--- config.mk ---
export PLATFORM = sky130hd
export DESIGN_NAME = montgomery_iter_core_flat
export DESIGN_NICKNAME = d
export VERILOG_FILES = /design/src/rtl/montgomery_iter_core_if.sv /design/src/rtl/montgomery_iter_core.sv /design/src/flat_wrapper.sv
export SDC_FILE = /design/constraint.sdc
export NUM_CORES = 1
export LEC_CHECK = 0
export BUFFER_PORTS_ARGS = -buffer_cell sky130_fd_sc_hd__buf_2
export CORE_MARGIN = 4
export CORE_UTILIZATION = 50
export CTS_BUF_LIST = sky130_fd_sc_hd__clkbuf_2
export DETAILED_ROUTE_END_ITERATION = 16
export GPL_ROUTABILITY_DRIVEN = 0
export GPL_TIMING_DRIVEN = 0
export MAX_ROUTING_LAYER = met4
export PLACE_DENSITY = 0.71
export SLEW_MARGIN = 20
export SYNTH_ARGS = -nofsm -noshare
export SYNTH_HDL_FRONTEND = slang
export SYNTH_SLANG_ARGS = --single-unit
--- constraint.sdc ---
create_clock -name i_clk -period 11.3 [get_ports i_clk]
set_clock_uncertainty 0.2 [all_clocks]
set_input_delay 1.13 -clock i_clk [delete_from_list [all_inputs] [get_ports i_clk]]
set_output_delay 1.13 -clock i_clk [all_outputs]
set_load 0.005 [all_outputs]
--- src/rtl/montgomery_iter_core_if.sv ---
// montgomery_iter_core_if: start/operand request and result bus of the Montgomery core
interface montgomery_iter_core_if #(parameter int K_BITS = 8);
    logic              i_start;
    logic [K_BITS-1:0] i_A;
    logic [K_BITS-1:0] i_B;
    logic [K_BITS-1:0] i_M;
    logic              o_busy;
    logic              o_done;
    logic [K_BITS:0]   o_S;
    logic [K_BITS:0]   o_D;
    logic              o_Sel;
    modport master (output i_start, i_A, i_B, i_M, input o_busy, o_done, o_S, o_D, o_Sel);
    modport slave  (input i_start, i_A, i_B, i_M, output o_busy, o_done, o_S, o_D, o_Sel);
endinterface

--- src/rtl/montgomery_iter_core.sv ---
// montgomery_iter_core: radix-2 bit-serial Montgomery multiply, S = A*B*2^-k mod M with S in [0, 2M)
module montgomery_iter_core #(parameter int K_BITS = 8) (
    input  logic                  i_clk,
    input  logic                  i_rst_n,
    montgomery_iter_core_if.slave bus
);
    localparam int CW = $clog2(K_BITS);
    typedef enum logic [1:0] {IDLE, RUN, DONE} state_t;
    state_t            state;
    logic [K_BITS-1:0] a_r, b_r, m_r;
    logic [K_BITS:0]   acc, nxt;
    logic [CW-1:0]     cnt;
    logic [K_BITS+1:0] sum_ab, sum_q, diff;
    logic              last;
    always_comb begin
        sum_ab = {1'b0, acc} + (a_r[cnt] ? {2'b0, b_r} : '0);
        // the parity of S + a*B is exactly q, so adding q*M makes the sum even
        sum_q  = sum_ab + (sum_ab[0] ? {2'b0, m_r} : '0);
        nxt    = sum_q[K_BITS+1:1];
        diff   = {1'b0, nxt} - {2'b0, m_r};
        last   = cnt == CW'(K_BITS - 1);
    end
    always_ff @(posedge i_clk or negedge i_rst_n) begin
        if (!i_rst_n) begin
            state      <= IDLE;
            a_r        <= '0;
            b_r        <= '0;
            m_r        <= '0;
            acc        <= '0;
            cnt        <= '0;
            bus.o_busy <= 1'b0;
            bus.o_done <= 1'b0;
            bus.o_S    <= '0;
            bus.o_D    <= '0;
            bus.o_Sel  <= 1'b0;
        end else begin
            case (state)
                IDLE: if (bus.i_start) begin
                    a_r        <= bus.i_A;
                    b_r        <= bus.i_B;
                    m_r        <= bus.i_M;
                    acc        <= '0;
                    cnt        <= '0;
                    bus.o_busy <= 1'b1;
                    state      <= RUN;
                end
                RUN: begin
                    acc <= nxt;
                    cnt <= cnt + 1'b1;
                    if (last) begin
                        // the top bit of the k+2-bit difference is the borrow of S - M
                        bus.o_S    <= nxt;
                        bus.o_D    <= diff[K_BITS:0];
                        bus.o_Sel  <= ~diff[K_BITS+1];
                        bus.o_busy <= 1'b0;
                        bus.o_done <= 1'b1;
                        state      <= DONE;
                    end
                end
                DONE: begin
                    bus.o_done <= 1'b0;
                    state      <= IDLE;
                end
                default: state <= IDLE;
            endcase
        end
    end
endmodule

--- src/flat_wrapper.sv ---
// flat-port wrapper written by rule: the top's interface ports become plain ports
module montgomery_iter_core_flat 
#(parameter int K_BITS = 8)
  (i_clk, i_rst_n, bus_i_start, bus_i_A, bus_i_B, bus_i_M, bus_o_busy, bus_o_done, bus_o_S, bus_o_D, bus_o_Sel);
  montgomery_iter_core_if #(.K_BITS(K_BITS)) bus_i ();
  input  logic i_clk;
  input  logic i_rst_n;
  input wire logic [$bits(bus_i.i_start)-1:0] bus_i_start;
  input wire logic [$bits(bus_i.i_A)-1:0] bus_i_A;
  input wire logic [$bits(bus_i.i_B)-1:0] bus_i_B;
  input wire logic [$bits(bus_i.i_M)-1:0] bus_i_M;
  output wire logic [$bits(bus_i.o_busy)-1:0] bus_o_busy;
  output wire logic [$bits(bus_i.o_done)-1:0] bus_o_done;
  output wire logic [$bits(bus_i.o_S)-1:0] bus_o_S;
  output wire logic [$bits(bus_i.o_D)-1:0] bus_o_D;
  output wire logic [$bits(bus_i.o_Sel)-1:0] bus_o_Sel;
  assign bus_i.i_start = bus_i_start;
  assign bus_i.i_A = bus_i_A;
  assign bus_i.i_B = bus_i_B;
  assign bus_i.i_M = bus_i_M;
  assign bus_o_busy = bus_i.o_busy;
  assign bus_o_done = bus_i.o_done;
  assign bus_o_S = bus_i.o_S;
  assign bus_o_D = bus_i.o_D;
  assign bus_o_Sel = bus_i.o_Sel;
  montgomery_iter_core #(.K_BITS(K_BITS)) u_core (.i_clk(i_clk), .i_rst_n(i_rst_n), .bus(bus_i));
endmodule
# Yosys cells after proc, flatten, opt, wreduce, memory -nomap -nowiden
# Index checks and enable logic that the tools add are counted.
op_classes:
  addsub: 4
  magnitude_cmp: 1
  n_eq_ne: 5
  muxes: 16
  bitwise_logic: 1
  n_reduce_logical: 9
ops:
  columns: ["cell", "count"]
  rows:
  - ["$pmux W9 S2", 1]
  - ["$mux W8", 2]
  - ["$add A10 B10 Y10", 1]
  - ["$add A9 B10 Y10", 1]
  - ["$reduce_and A2 Y1", 5]
  - ["$sub A9 B8 Y10", 1]
  - ["$mux W9", 1]
  - ["$pmux W3 S2", 1]
  - ["$lt A3 B4 Y1 const B", 1]
  - ["$mux W1", 4]
  - ["$mux W2", 2]
  - ["$pmux W1 S2", 2]
  - ["$pmux W2 S2", 1]
  - ["$reduce_bool A2 Y1", 2]
  - ["$add A3 B1 Y3 const B", 1]
  - ["$bmux W1 S3", 1]
  - ["$eq A3 B3 Y1 const B", 1]
  - ["$mux W3", 1]
  - ["$reduce_and A3 Y1", 1]
  - ["$eq A2 B1 Y1 const B", 1]
  - ["$eq A2 B2 Y1 const B", 1]
  - ["$logic_not A2 Y1", 1]
  - ["$ne A2 B1 Y1 const B", 1]
  - ["$ne A2 B2 Y1 const B", 1]
  - ["$not A1 Y1", 1]
word_totals:
  register_bits: 59
  in_bits: 27
  output_inout_bits: 21
  wordCells: 47

# Logic depth before layout (Yosys ltp)
depth:
  word_depth: 8
  mapped_depth: 24

# Least setup slack after synthesis
# Ideal clock, no wire load.
synth_path:
  path_type: "reg-to-reg"
  startpoint: "register u_core.cnt[0]"
  endpoint: "register u_core.bus.o_Sel"
  arrival_time_ns: 4.634
  t_required_ns: 10.979
  path_slack_ns: 6.345
  path_stages_with_launch: 21
  n_path_buf: 0
  cell_sequence: "dfrtp_1 mux4_2 mux2i_1 nand2b_1 inv_1 ha_1 a21oi_1 o22ai_1 nor2_1 xnor2_1 ha_1 and2_1 or3_1 a21oi_1 xor2_1 inv_1 ha_1 o21a_1 o31a_1 or3_1 o22a_1"
synth_via:
  elab_chain_len: 8
  elab_cells_between_ends: 10
  classes_between: "add/sub: 3; eq/ne: 1; mux: 4; bitwise: 1; reduce/logical: 1"
synth_rtl:
  columns: ["element", "line", "source"]
  rows:
  - ["start: declaration", "montgomery_iter_core.sv:12", "logic [CW-1:0] cnt;"]
  - ["start signal: assignment", "montgomery_iter_core.sv:49", "cnt <= cnt + 1'b1;"]
  - ["$bmux W1 S3 (*)", "montgomery_iter_core.sv:16", "sum_ab = {1'b0, acc} + (a_r[cnt] ? {2'b0, b_r} : '0);"]
  - ["$mux W1 (implied by the code) (*)", "montgomery_iter_core.sv:16", null]
  - ["$mux W8 (*)", "montgomery_iter_core.sv:16", null]
  - ["$add A9 B10 Y10 (*)", "montgomery_iter_core.sv:16", null]
  - ["$mux W8", "montgomery_iter_core.sv:18", "sum_q = sum_ab + (sum_ab[0] ? {2'b0, m_r} : '0);"]
  - ["$add A10 B10 Y10 (*)", "montgomery_iter_core.sv:18", null]
  - ["named net u_core.sum_q[7]", "montgomery_iter_core.sv:13", "logic [K_BITS+1:0] sum_ab, sum_q, diff;"]
  - ["$sub A9 B8 Y10 (*)", "montgomery_iter_core.sv:20", "diff = {1'b0, nxt} - {2'b0, m_r};"]
  - ["$not A1 Y1 (*)", "montgomery_iter_core.sv:54", "bus.o_Sel <= ~diff[K_BITS+1];"]
  - ["end signal: assignment", "montgomery_iter_core.sv:54", null]
  - ["end: declaration", "montgomery_iter_core_if.sv:13", "modport slave (input i_start, i_A, i_B, i_M, output o_busy, o_done, o_S, o_D, o_Sel);"]
# The timed path passes the listed nets; every way through them passes the cells marked *. The select of a mux whose other input is x is not followed.
# A chain may end at the register's enable or synchronous reset.

# Worst setup path in the final report
layout_path:
  startpoint: "register u_core.cnt[0]"
  endpoint: "register u_core.bus.o_D[8]"
layout_via:
  elab_chain_len: 7
  elab_cells_between_ends: 9
  classes_between: "add/sub: 3; eq/ne: 1; mux: 4; reduce/logical: 1"
layout_rtl:
  columns: ["element", "line", "source"]
  rows:
  - ["$bmux W1 S3 (*)", "montgomery_iter_core.sv:16", null]
  - ["$mux W1 (implied by the code) (*)", "montgomery_iter_core.sv:16", null]
  - ["$mux W8 (*)", "montgomery_iter_core.sv:16", null]
  - ["$add A9 B10 Y10 (*)", "montgomery_iter_core.sv:16", null]
  - ["$mux W8", "montgomery_iter_core.sv:18", null]
  - ["$add A10 B10 Y10 (*)", "montgomery_iter_core.sv:18", null]
  - ["named net u_core.sum_q[6]", "montgomery_iter_core.sv:13", null]
  - ["$sub A9 B8 Y10 (*)", "montgomery_iter_core.sv:20", null]
  - ["end signal: assignment", "montgomery_iter_core.sv:53", "bus.o_D <= diff[K_BITS:0];"]
  - ["end: declaration", "montgomery_iter_core_if.sv:13", null]
# Marked as above.

==> summary.txt <==
Yosys
  • Synth warnings: 0
  • Post-synthesis mux area share: 0.0230
  • Post-Synth Adder-Cell Area: 0.107
  • Netlist cell types: between 50 and 60
  • Synth Area in XOR/XNOR: 0.0327
  • Simple-Gate Fraction of Synth Area: 0.204
  • Avg Synthesized Cell Area: about 9 um^2
  • Top FF cell, synth: dfrtp_1
  • Post-synthesis compound-gate area fraction: 0.168
  • Register area share after synthesis: 0.424
  • Syn Nets: about 450
  • Synth Register Bits: 59
  • Async S/R FF share, synth: 1.00
  • Post-synthesis instance total: 390
  • Cell Area, Synth: about 0.0035 mm^2
  • Post-synth EDFFs: 0
  • Main combinational cell family by area after synthesis: simple AND/OR/NAND/NOR gates

Global routing
  • Largest net degree at the start of global routing: 60
  • GRT overflow: 0
  • Vias in the first global route: 2806
  • First-pass GRT wire length: between 10000 and 15000 um
  • Initial antenna violation count: 0
  • Tot GR Track Use: 0.199

Detailed routing
  • Residual DRC: 0
  • WL met1: 3530 um
  • DRT Wirelength: around 7600 um
  • Initial DRC Count: about 130
  • Drt pass-1 iters: 4
  • Met3 WL: approximately 420 um
  • Total vias in the final route: about 2900
  • Mean routed wirelength per cell: ~14 um
  • Met2 wire len: ~3500 um
  • Top Metal Used: met4
  • Vias/cell: 5.29
  • DRT antenna net count: 0

Critical path
  • Worst reg-to-reg path cell count: 22
  • Crit-path max FO: 8
  • Critical path launch point type: flip-flop
  • Arrival @ worst endpoint: roughly 6 ns
  • Critical Path End Type: flip-flop
  • Required @ worst endpoint: 11.45 ns
  • Worst setup path category: reg -> reg

Floorplanning
  • Die ar.: ~0.0084 mm^2
  • Die W: a little over 90 um
  • Placement Rows: 30
  • Die Height: slightly above 90 um
  • Placeable Area: 0.00679 mm^2
  • I/O pin count: 48
  • Initial Utilization: 0.513

CTS
  • Post_cts resized: 0
  • Clock transition at path regs: about 0.15 ns
  • Clk buf depth: 2
  • CTS Hold Bufs: 0
  • Root buffer cell: clkbuf_2
  • Sink Count: around 60
  • CTS H-tree depth: 3
  • CTS tree: built
  • Setup Fix Bufs, Post-CTS: 0
  • Cts bufs inserted: 9
  • Clk_lat worst skew: roughly 0.5 ns

STA
  • Slew @ Worst Pin: roughly 0.75 ns
  • Final hold vios: 0
  • Hold WS: roughly 0.29 ns
  • FMAX: ~180 MHz
  • Setup TNS: 0 ns
  • RSZ-0062 raised after global routing: no
  • Worst Slack Setup Final: between 5 and 6 ns
  • Post-route clock period utilization: 0.504
  • Slew HR: 0.499
  • Max-slew violation count: 0
  • Final setup violation count: 0
  • Fin crit period: between 5 and 6 ns

Flow run
  • Max-Cap Viols: 0

Outcome
  • Status: finished, final reports clean

Layout
  • Share of cells above drive strength 1: 0.159
  • Cell Count, Final, Fillers Out: around 550
  • Area occupied by multi-input gates: about 0.0019 mm^2
  • Number of fill cells: 664
  • Diode count: 0
  • Nets: 503
  • Sequential Area: 0.00148 mm^2
  • Area grow syn2layout: 12.3%

Min path
  • Tightest Hold Check Type: reg -> reg
  • WHS Path Cells: 2

Place
  • Port buffer count: 47
  • Worst slack at placement: roughly 5.6 ns
  • Placed Cells: roughly 530
  • DPL Wire Length: 5800 um
-- cells in the final DEF (no fill, tap or decap), types with 3 or more instances in the layout --
| master | instances |
|---|---|
| clkbuf_2 | 10 |
| fa_1 | 3 |
| clkbuf_1 | 11 |
| o21ai_0 | 36 |
| ha_1 | 25 |
| nand3_1 | 16 |
| nor2b_1 | 11 |
| or3_1 | 3 |
| dfrtp_1 | 59 |
| o31ai_1 | 3 |
| clkinv_1 | 4 |
| nor2_1 | 12 |
| o21a_1 | 4 |
| nand2b_1 | 3 |
| xor2_1 | 3 |
| xnor2_1 | 10 |
| inv_1 | 26 |
| nand2_1 | 90 |
| buf_2 | 46 |
| a211oi_1 | 3 |
| a21oi_1 | 18 |
| a21o_1 | 5 |
| and2_1 | 10 |
-- cells by family after synthesis --
family / Yosys count
AO/OA/AOI/OAI: 92
AND/OR/NAND/NOR: 155
multiplexers: 5
buffers and inverters: 38
XOR/XNOR: 13
flip-flops: 59
adder cells (fa/ha/maj): 28
-- worst max-delay path, stage by stage, from the launching register on --
cell       delay (ns)
dfrtp_1          0.48
mux4_2           0.53
mux2i_1          0.49
nand2b_1         0.23
inv_1            0.06
ha_1             0.27
a21oi_1          0.28
inv_1            0.07
a21oi_1          0.17
xnor2_1          0.14
ha_1             0.29
a21oi_1          0.26
o21bai_1         0.09
a21oi_1          0.18
xor2_1           0.31
inv_1            0.08
ha_1             0.35
nand3_1          0.09
o2111ai_1        0.33
a21o_1           0.20
a21oi_1          0.08
a311oi_1         0.24
o31ai_1          0.11
-- routing by layer --
layer,global-route usage,up-vias
met5,-,-
met4,0.0867,0
met3,0.0406,16
met2,0.298,64
met1,0.262,1364
li1,-,1453
-- metrics by stage --
| step | utilization | instance area, um^2 |
|---|---|---|
| floorplan | - | 3480 |
| global placement | 0.565 | 3840 |
| detailed placement | 0.565 | 3840 |
| CTS | 0.576 | 3910 |
| global route | 0.576 | 3910 |
| finish | 0.576 | 3910 |
-- synth_stat cells, types with 2 or more instances --
cell | n | area, um^2
nor3_1 | 2 | 10.0
xor2_1 | 3 | 26.3
nand4_1 | 2 | 12.5
a31oi_1 | 2 | 12.5
or3_1 | 3 | 18.8
a21oi_1 | 18 | 90.1
nand2_1 | 90 | 338
o21a_1 | 4 | 30.0
mux2i_1 | 2 | 20.0
fa_1 | 3 | 60.1
dfrtp_1 | 59 | 1480
and2_1 | 10 | 62.6
o21ai_0 | 36 | 180
a21o_1 | 5 | 37.5
nor2b_1 | 11 | 68.8
a211oi_1 | 3 | 22.5
nor2_1 | 12 | 45.0
nand3_1 | 16 | 80.1
ha_1 | 25 | 313
o31ai_1 | 3 | 22.5
nand2b_1 | 3 | 18.8
clkbuf_1 | 11 | 41.3
o21ai_1 | 2 | 10.0
inv_1 | 26 | 97.6
mux4_2 | 2 | 45.0
xnor2_1 | 10 | 87.6
-- registers in the layout (all words and copies together) (netlist names) --
register	flops
u_core.bus.o_done	1
u_core.bus.o_D	9
u_core.b_r	8
u_core.state	2
u_core.bus.o_Sel	1
u_core.bus.o_busy	1
u_core.a_r	8
u_core.cnt	3
u_core.m_r	8
u_core.acc	9
u_core.bus.o_S	9
-- final cells by class --
cell class / instances / share of cell area
Timing Repair Buffer: 47 / 0.0608
Clock inverter: 5 / 0.00544
Multi-Input combinational cell: 293 / 0.476
Clock buffer: 10 / 0.0128
Inverter: 27 / 0.0259
Buffer: 11 / 0.0106
Sequential cell: 59 / 0.377
Tap cell: 96 / 0.0307
-- worst paths after layout --
check | from | end | slack (ns)
hold / removal | u_core.b_r[5] | u_core.b_r[5] | 0.29
setup / recovery | u_core.cnt[0] | u_core.bus.o_D[8] | 5.60
hold reg to reg | u_core.b_r[5] | u_core.b_r[5] | 0.29
max in group asynchronous | i_rst_n | u_core.acc[8] | 9.91
min in group asynchronous | i_rst_n | u_core.bus.o_D[1] | 0.47
setup reg to reg | u_core.cnt[0] | u_core.bus.o_D[8] | 5.60
Power is left out: the tool's default activity adds up to more than one toggle a clock period on the data nets, which glitch-free logic cannot reach.
